File: config.mk
export PLATFORM = sky130hd
export DESIGN_NAME = doorbell_target
export DESIGN_NICKNAME = d
export VERILOG_FILES = /design/src/rtl/doorbell_target.sv
export SDC_FILE = /design/constraint.sdc
export NUM_CORES = 1
export LEC_CHECK = 0
export BUFFER_PORTS_ARGS = -buffer_cell sky130_fd_sc_hd__buf_4
export CORE_MARGIN = 2
export CORE_UTILIZATION = 44
export DETAILED_ROUTE_END_ITERATION = 7
export MAX_ROUTING_LAYER = met4
export PLACE_DENSITY = 0.73
export SLEW_MARGIN = 25
export SYNTH_ARGS = -nofsm -noshare
export SYNTH_HDL_FRONTEND = slang
export SYNTH_SLANG_ARGS = --single-unit
File: constraint.sdc
create_clock -name aclk -period 6.9 [get_ports aclk]
set_input_delay 0.345 -clock aclk [delete_from_list [all_inputs] [get_ports aclk]]
set_output_delay 0.345 -clock aclk [all_outputs]
set_load 0.05 [all_outputs]
File: src/rtl/doorbell_target.sv
// SRIO target-side doorbell receiver: queues incoming HELLO DOORBELLs for the host
// and answers each with a RESPONSE (DONE, or ERROR when the queue is full).
module doorbell_target #(
    parameter int FIFO_AW = 4,
    parameter int CNT_W   = 16
) (
    input  logic               aclk,
    input  logic               aresetn,

    input  logic               s_axis_treq_tvalid,
    output logic               s_axis_treq_tready,
    input  logic [63:0]        s_axis_treq_tdata,
    input  logic [7:0]         s_axis_treq_tkeep,
    input  logic               s_axis_treq_tlast,
    input  logic [31:0]        s_axis_treq_tuser,

    output logic               m_axis_tresp_tvalid,
    input  logic               m_axis_tresp_tready,
    output logic [63:0]        m_axis_tresp_tdata,
    output logic [7:0]         m_axis_tresp_tkeep,
    output logic               m_axis_tresp_tlast,
    output logic [31:0]        m_axis_tresp_tuser,

    output logic               db_valid,
    input  logic               db_ready,
    output logic [15:0]        db_info,
    output logic [15:0]        db_src_id,
    output logic [FIFO_AW:0]   db_count,
    output logic               db_irq,
    output logic [CNT_W-1:0]   drop_cnt,
    output logic [CNT_W-1:0]   ovf_cnt
);

    typedef enum logic [1:0] {
        ST_IDLE  = 2'd0,
        ST_DRAIN = 2'd1,
        ST_RESP  = 2'd2
    } state_t;

    localparam int              DEPTH       = 1 << FIFO_AW;
    localparam logic [FIFO_AW:0] FULL_COUNT = (FIFO_AW+1)'(DEPTH);
    localparam logic [7:0]      TYPE_DB     = 8'hA0;
    localparam logic [3:0]      ST_DONE     = 4'h0;
    localparam logic [3:0]      ST_ERROR    = 4'h7;

    // Response priority is one above the request, capped at the top level.
    function automatic logic [1:0] resp_prio(input logic [1:0] prio);
        return (prio == 2'd3) ? 2'd3 : prio + 2'd1;
    endfunction

    function automatic logic [CNT_W-1:0] sat_inc(input logic [CNT_W-1:0] v);
        return (&v) ? v : v + CNT_W'(1);
    endfunction

    state_t                 state_q, state_d;
    logic [63:0]            resp_tdata_q, resp_tdata_d;
    logic [31:0]            resp_tuser_q, resp_tuser_d;
    logic                   irq_q, irq_d;
    logic [FIFO_AW-1:0]     wr_ptr_q, wr_ptr_d;
    logic [FIFO_AW-1:0]     rd_ptr_q, rd_ptr_d;
    logic [FIFO_AW:0]       count_q, count_d;
    logic [CNT_W-1:0]       drop_cnt_q, drop_cnt_d;
    logic [CNT_W-1:0]       ovf_cnt_q, ovf_cnt_d;
    logic [31:0]            fifo_mem_q [DEPTH];

    logic                   treq_hs_s;
    logic                   is_db_s;
    logic                   full_s;
    logic                   push_s;
    logic                   pop_s;
    logic                   fifo_nonempty_s;
    logic [31:0]            head_s;
    logic                   unused_s;

    assign treq_hs_s       = s_axis_treq_tvalid && (state_q != ST_RESP);
    assign is_db_s         = (s_axis_treq_tdata[55:48] == TYPE_DB);
    // Registered count only: a same-cycle pop never frees room for the push.
    assign full_s          = (count_q == FULL_COUNT);
    assign fifo_nonempty_s = (count_q != {(FIFO_AW+1){1'b0}});
    assign pop_s           = fifo_nonempty_s && db_ready;
    assign head_s          = fifo_mem_q[rd_ptr_q];
    assign unused_s        = ^{s_axis_treq_tkeep, s_axis_treq_tdata[47],
                               s_axis_treq_tdata[44:32], s_axis_treq_tdata[15:0]};

    // Next-state, response build and counter updates.
    always_comb begin
        state_d      = state_q;
        resp_tdata_d = resp_tdata_q;
        resp_tuser_d = resp_tuser_q;
        drop_cnt_d   = drop_cnt_q;
        ovf_cnt_d    = ovf_cnt_q;
        push_s       = 1'b0;
        case (state_q)
            ST_IDLE: begin
                if (treq_hs_s) begin
                    if (is_db_s) begin
                        push_s       = !full_s;
                        ovf_cnt_d    = full_s ? sat_inc(ovf_cnt_q) : ovf_cnt_q;
                        resp_tdata_d = {s_axis_treq_tdata[63:56], 4'hD,
                                        full_s ? ST_ERROR : ST_DONE, 1'b0,
                                        resp_prio(s_axis_treq_tdata[46:45]), 1'b0, 44'h0};
                        resp_tuser_d = {s_axis_treq_tuser[15:0], s_axis_treq_tuser[31:16]};
                        state_d      = ST_RESP;
                    end else begin
                        drop_cnt_d = sat_inc(drop_cnt_q);
                        state_d    = s_axis_treq_tlast ? ST_IDLE : ST_DRAIN;
                    end
                end else begin
                    state_d = ST_IDLE;
                end
            end
            ST_DRAIN: begin
                if (treq_hs_s && s_axis_treq_tlast) begin
                    state_d = ST_IDLE;
                end else begin
                    state_d = ST_DRAIN;
                end
            end
            ST_RESP: begin
                if (m_axis_tresp_tready) begin
                    state_d = ST_IDLE;
                end else begin
                    state_d = ST_RESP;
                end
            end
            default: begin
                state_d = ST_IDLE;
            end
        endcase
    end

    // FIFO pointer/count bookkeeping and interrupt pulse.
    always_comb begin
        wr_ptr_d = push_s ? wr_ptr_q + FIFO_AW'(1) : wr_ptr_q;
        rd_ptr_d = pop_s  ? rd_ptr_q + FIFO_AW'(1) : rd_ptr_q;
        irq_d    = push_s;
        case ({push_s, pop_s})
            2'b10:   count_d = count_q + (FIFO_AW+1)'(1);
            2'b01:   count_d = count_q - (FIFO_AW+1)'(1);
            default: count_d = count_q;
        endcase
    end

    // Control state registers.
    always_ff @(posedge aclk or negedge aresetn) begin
        if (!aresetn) begin
            state_q      <= ST_IDLE;
            resp_tdata_q <= 64'h0;
            resp_tuser_q <= 32'h0;
            irq_q        <= 1'b0;
            wr_ptr_q     <= {FIFO_AW{1'b0}};
            rd_ptr_q     <= {FIFO_AW{1'b0}};
            count_q      <= {(FIFO_AW+1){1'b0}};
            drop_cnt_q   <= {CNT_W{1'b0}};
            ovf_cnt_q    <= {CNT_W{1'b0}};
        end else begin
            state_q      <= state_d;
            resp_tdata_q <= resp_tdata_d;
            resp_tuser_q <= resp_tuser_d;
            irq_q        <= irq_d;
            wr_ptr_q     <= wr_ptr_d;
            rd_ptr_q     <= rd_ptr_d;
            count_q      <= count_d;
            drop_cnt_q   <= drop_cnt_d;
            ovf_cnt_q    <= ovf_cnt_d;
        end
    end

    // Doorbell storage; contents are only visible through the count, so no reset.
    always_ff @(posedge aclk) begin
        if (push_s) begin
            fifo_mem_q[wr_ptr_q] <= {s_axis_treq_tuser[31:16], s_axis_treq_tdata[31:16]};
        end
    end

    assign s_axis_treq_tready  = (state_q != ST_RESP);
    assign m_axis_tresp_tvalid = (state_q == ST_RESP);
    assign m_axis_tresp_tdata  = resp_tdata_q;
    assign m_axis_tresp_tkeep  = 8'hFF;
    assign m_axis_tresp_tlast  = (state_q == ST_RESP);
    assign m_axis_tresp_tuser  = resp_tuser_q;

    assign db_valid  = fifo_nonempty_s;
    assign db_info   = fifo_nonempty_s ? head_s[15:0]  : 16'h0;
    assign db_src_id = fifo_nonempty_s ? head_s[31:16] : 16'h0;
    assign db_count  = count_q;
    assign db_irq    = irq_q;
    assign drop_cnt  = drop_cnt_q;
    assign ovf_cnt   = ovf_cnt_q;

endmodule
Word level (Yosys, flattened, before mapping)
Memories as Yosys holds them, arrays and structs flattened.
Cells that the tools add are included.
- equality and inequality tests: 8
- multiplexer cells: 16
- reductions and logical operators: 12
- add/sub/neg operators: 7
- bitwise operators: 3
- operators with widths (cell ; count):
    adder 16 x 1 -> 16 bit, second input constant ; 2
    two-way mux 16 bit ; 2
    AND reduction 16 bit ; 2
    one-hot mux 5 bit (2 select lines) ; 1
    adder 4 x 1 -> 4 bit, second input constant ; 2
    == test 8 bit, second input constant ; 1
    two-way mux 2 bit ; 4
    two-way mux 1 bit ; 7
    == test 2 bit, second input constant ; 3
    one-hot mux 2 bit (3 select lines) ; 1
    adder 5 x 1 -> 5 bit, second input constant ; 1
    == test 5 bit, second input constant ; 1
    AND reduction 5 bit ; 1
    nonzero test 5 bit ; 1
    subtractor 5 x 1 -> 5 bit, second input constant ; 1
    == test 2 x 1 -> 1 bit, second input constant ; 2
    AND reduction 4 bit ; 1
    logical AND 1 bit ; 3
    two-way mux 3 bit ; 1
    NOT 1 bit ; 3
    AND reduction 3 bit ; 1
    adder 2 x 1 -> 2 bit, second input constant ; 1
    zero test 2 bit ; 1
    inequality test 2 bit, second input constant ; 1
    2 further kinds ; 2
- RAM bits: 512
- bits in registers: 97
- memories: 1
- memories (memory ; words ; width ; read ports ; clocked after memory_dff ; wr ports ; line ; source):
    fifo_mem_q ; 16 ; 32 ; 1 ; 0 ; 1 ; 64 ; logic [31:0] fifo_mem_q [DEPTH];

Longest topological paths before layout
- depth in word-level cells: 7
- gate-level depth with buffers: 14
- depth with buffers taken out: 12

Worst setup path before layout
No wires, ideal clock.
- path kind: register -> register
- start point: register count_q[2] (netlist: db_count[2])
- end point: memory fifo_mem_q[3][0], enable pin
- buffers on the path: 1
- stages on the path, launching flop included: 7
- data arrival time: 3.995 ns
- slack: 2.444 ns
- clock period less this slack: 4.456 ns
- setup time: 0.461 ns
- path through: dfrtp_1 > clkbuf_1 > nor4_2 > nand2_1 > nor3b_2 > nand2_1 > nor3_1
- word-level cells in the longest chain between the ends: 7
- RTL lines (element ; line ; source):
    from (decl) ; 61 ; logic [FIFO_AW:0] count_q, count_d;
    from (signal assigned) ; 153 ; count_q <= {(FIFO_AW+1){1'b0}};
    from (signal assigned) ; 163 ; count_q <= count_d;
    == test 5 bit ; 78 ; assign full_s = (count_q == FULL_COUNT);
    zero test 1 bit ; 97 ; push_s = !full_s;
    two-way mux 1 bit ; 96 ; if (is_db_s) begin
    two-way mux 1 bit ; 95 ; if (treq_hs_s) begin
    two-way mux 1 bit ; 93 ; case (state_q)
    named net irq_d ; 58 ; logic irq_q, irq_d;
    two-way mux 1 bit ; 171 ; if (push_s) begin
    two-way mux 1 bit (not written as such) ; 172 ; fifo_mem_q[wr_ptr_q] <= {s_axis_treq_tuser[31:16], s_axis_treq_tdata[31:16]};
    to (decl) ; 64 ;
The timed path passes the listed nets, and every way through them passes these cells.

Worst setup path after layout
- start point: register rd_ptr_q[3]
- end point: output db_info[0]
- word-level cells in the longest chain between the ends: 2
- RTL lines (element ; line ; source):
    from (decl) ; 60 ; logic [FIFO_AW-1:0] rd_ptr_q, rd_ptr_d;
    from (signal assigned) ; 152 ; rd_ptr_q <= {FIFO_AW{1'b0}};
    from (signal assigned) ; 162 ; rd_ptr_q <= rd_ptr_d;
    memory (16 x 32 bit) ; -- ;
    two-way mux 16 bit ; 184 ; assign db_info = fifo_nonempty_s ? head_s[15:0] : 16'h0;
    to (decl) ; 26 ; output logic [15:0] db_info,
Every way passes these cells.

==> results by group <==
Die
  – Core Region: about 0.054 sq mm
  – Die width: 237 um
  – I/O Pins: 288
  – Starting density of the core: 0.445
  – Area of the die: 0.0563 sq mm
  – DIE HEIGHT: about 240 um
  – Rows: between 80 and 90

Power and ir drop
  – Cell leakage power: 10.5 nW
  – PwrDens: roughly 370 mW/mm^2
  – VDD IR-drop max: 0.261 mV

Status
  – Outcome: complete, no violations

Finish
  – Final #Nets: 1660
  – Finished Core Util: 0.531
  – Layout cells sized above 1: 0.297
  – Area Overhead vs Synth: 19.5%
  – Diode count: 0
  – Most frequent cells in the layout: edfxtp_1, buf_4, nand2_1
  – Final Non-Filler Cells: roughly 2300
  – Commonest non-fill, non-tap cell in the layout: edfxtp_1

Critical path
  – Crit path launch: rd_ptr_q[3]$_DFFE_PN0P_
  – WP data arrival: 3650 ps
  – Worst setup SP type: flip-flop
  – Worst Path Required: 6550 ps
  – CP endpoint kind: output port
  – Crit Path Class: reg2out
  – CP max FO: slightly above 60
  – Worst reg2reg path startpoint: db_count[1]$_DFFE_PN0P_

Timing
  – Final Slew Violations: 0
  – WHS: 40.7 ps
  – Final Hold Fails: 0
  – Worst Max-Slew Pin Slew: 993 ps
  – Final worst-path cycle share: 0.579
  – Final setup viols: 0
  – RSZ-0062 raised after global routing: no
  – Setup TNS: 0 ps
  – Final Critical Period: approximately 4000 ps
  – Slew margin rel.: 0.338
  – Fin Clk Skew: between 20 and 30 ps
  – F_max: 250 MHz

Detailed routing
  – Via/cell ratio: 5.33
  – First-pass DRT Iterations: 5
  – Drt wl/cell: 22.3 um
  – Iter 0 DRT Violations: 1040
  – WL final: about 51000 um
  – Antenna-violating nets left: 0
  – DRC: 0
  – DR vias: 12200

Clock network
  – CTS tree: done
  – Clock-pin slew on the worst setup and hold paths: 60 ps
  – CTS max path bufs: 3
  – # clock sinks: ~600
  – CTS Buf Count: 61
  – Worst-Skew Late Latency: 630 ps
  – Root Driver: clkbuf_16
  – PostCTS Resize Cnt: 0
  – Post-CTS setup buffers: 0
  – H-tree depth: 2

Place
  – I/O Buffers: slightly below 200
  – Dpl cells: roughly 2100
  – HPWL Detailed: between 20000 and 30000 um
  – Gp weighted congestion: 0.797

Synth
  – Syn Area/Cell: 18.8 sq um
  – Ys Warns: 0
  – Synthesized area: 0.0239 sq mm
  – Post-synthesis sequential area ratio: 0.739
  – Register bit total from synthesis: 604
  – Ys flop type: edfxtp_1
  – Synth Instances: 1275
  – Netlist cell types: 47
  – Number of enable flip-flop cells after synthesis: 512
  – Post-synthesis async set-or-reset flop share: 0.152

Global routing
  – Total grt overflow: 0
  – Grt met2 use: 0.302
  – Met3 global-route usage: 0.0424
  – First-pass GRT wire length: 77500 um
  – Total GRT Usage: 0.190
  – Grt peak-use layer: met2
  – Largest net degree at the start of global routing: 90
  – Met1 GRT Util: 0.250
  – Vias in the first global route: 12800
  – Initial antenna violation count: 0

Job
  – Max_cap viols: 0

Min path
  – Worst Min Path Start: s_axis_treq_tuser[29]
  – Worst Hold Class: in2reg
area by class of cell:
| type | count | area (sq um) |
|---|---|---|
| Tap cell | 696 | 871 |
| Multi-Input combinational cell | 592 | 5820 |
| Timing Repair Buffer | 268 | 2150 |
| Inverter | 13 | 48.8 |
| Clock inverter | 38 | 395 |
| Fill cell | 4162 | 25200 |
| Sequential cell | 604 | 17700 |
| Clock buffer | 75 | 1600 |
critical path, cell delays in order, from the launching register on:
cell and delay (ps):
dfrtp_4 1070, buf_4 790, mux4_2 350, mux2i_1 70, o22ai_1 400, buf_4 280
logic make-up after synthesis:
kind of cell,Yosys count,share of synthesized area
buf+inv,133,0.0314
simple gates,236,0.0461
fa+ha+maj,10,0.00523
other cells,2,0.000314
xor+xnor,42,0.0154
mux,196,0.149
compound gates,52,0.0135
flops,604,0.739
cells in the mapped netlist, drive strengths merged (3+ instances only):
library cell  instances  area share
o21ai                 4     0.00084
inv                  13      0.0020
mux2i                64       0.027
a21oi                 7      0.0015
ha                   10      0.0052
buf                  92       0.025
mux4                128        0.12
and3                  5      0.0013
nand3                10      0.0023
edfxtp              512        0.64
a21o                  3     0.00094
nor2                 27      0.0042
nand2               144       0.023
xnor2                22      0.0081
nor4                  5      0.0031
mux2                  4      0.0019
clkbuf               28      0.0044
nor3                 12      0.0029
dfrtp                92       0.096
nand4                15      0.0039
nand2b                5      0.0013
xor2                 20      0.0073
o22ai                32      0.0084
state kept, by name (all words and copies together), names as in the netlist, 4 cells and up:
name	cells
m_axis_tresp_tdata	12
m_axis_tresp_tuser	32
wr_ptr_q	4
ovf_cnt	16
drop_cnt	16
rd_ptr_q	4
fifo_mem_q	512
db_count	5
where the power goes:
group / internal (mW) / switching [mW]
Clock: 1.88 / 1.39
Sequential: 4.01 / 0.298
Combinational: 1.30 / 1.83
Total: 7.20 / 3.51
worst paths after layout:
kind | endpoint | slack [ps] | cells past startpoint
min reg2reg | m_axis_tresp_tuser[14]$_DFFE_PN0P_ | 470 | 2
max reg2reg | db_count[4]$_DFFE_PN0P_ | 3930 | 11
min in group asynchronous | ovf_cnt[5]$_DFFE_PN0P_ | 260 | 2
max | db_info[0] | 2910 | 5
min | m_axis_tresp_tuser[13]$_DFFE_PN0P_ | 40 | 3
max in group asynchronous | m_axis_tresp_tuser[6]$_DFFE_PN0P_ | 5490 | 3
timing repair:
action | in CTS | in global routing
hold buffers | 51 | 0
endpoints found under the hold margin | 336 | 0
setup endpoints to repair | 0 | 0
metrics by stage:
stage | total power [mW] | worst slack [ps] | cell area [sq um]
2_1_floorplan | 6.68 | 2440 | 24100
3_3_place_gp | 7.51 | 3530 | 26100
3_5_place_dp | 7.55 | 3540 | 26100
4_1_cts | 10.8 | 2850 | 28600
5_1_grt | 11.1 | 2690 | 28600
6_report | 10.7 | 2910 | 28600
per-layer routing:
metal	routed length, um	part of all wire
met1	21100	0.41
met2	25000	0.49
met3	3730	0.073
met4	1110	0.022
met5	0	0
No activity file was read; power rests on OpenSTA's default activity.
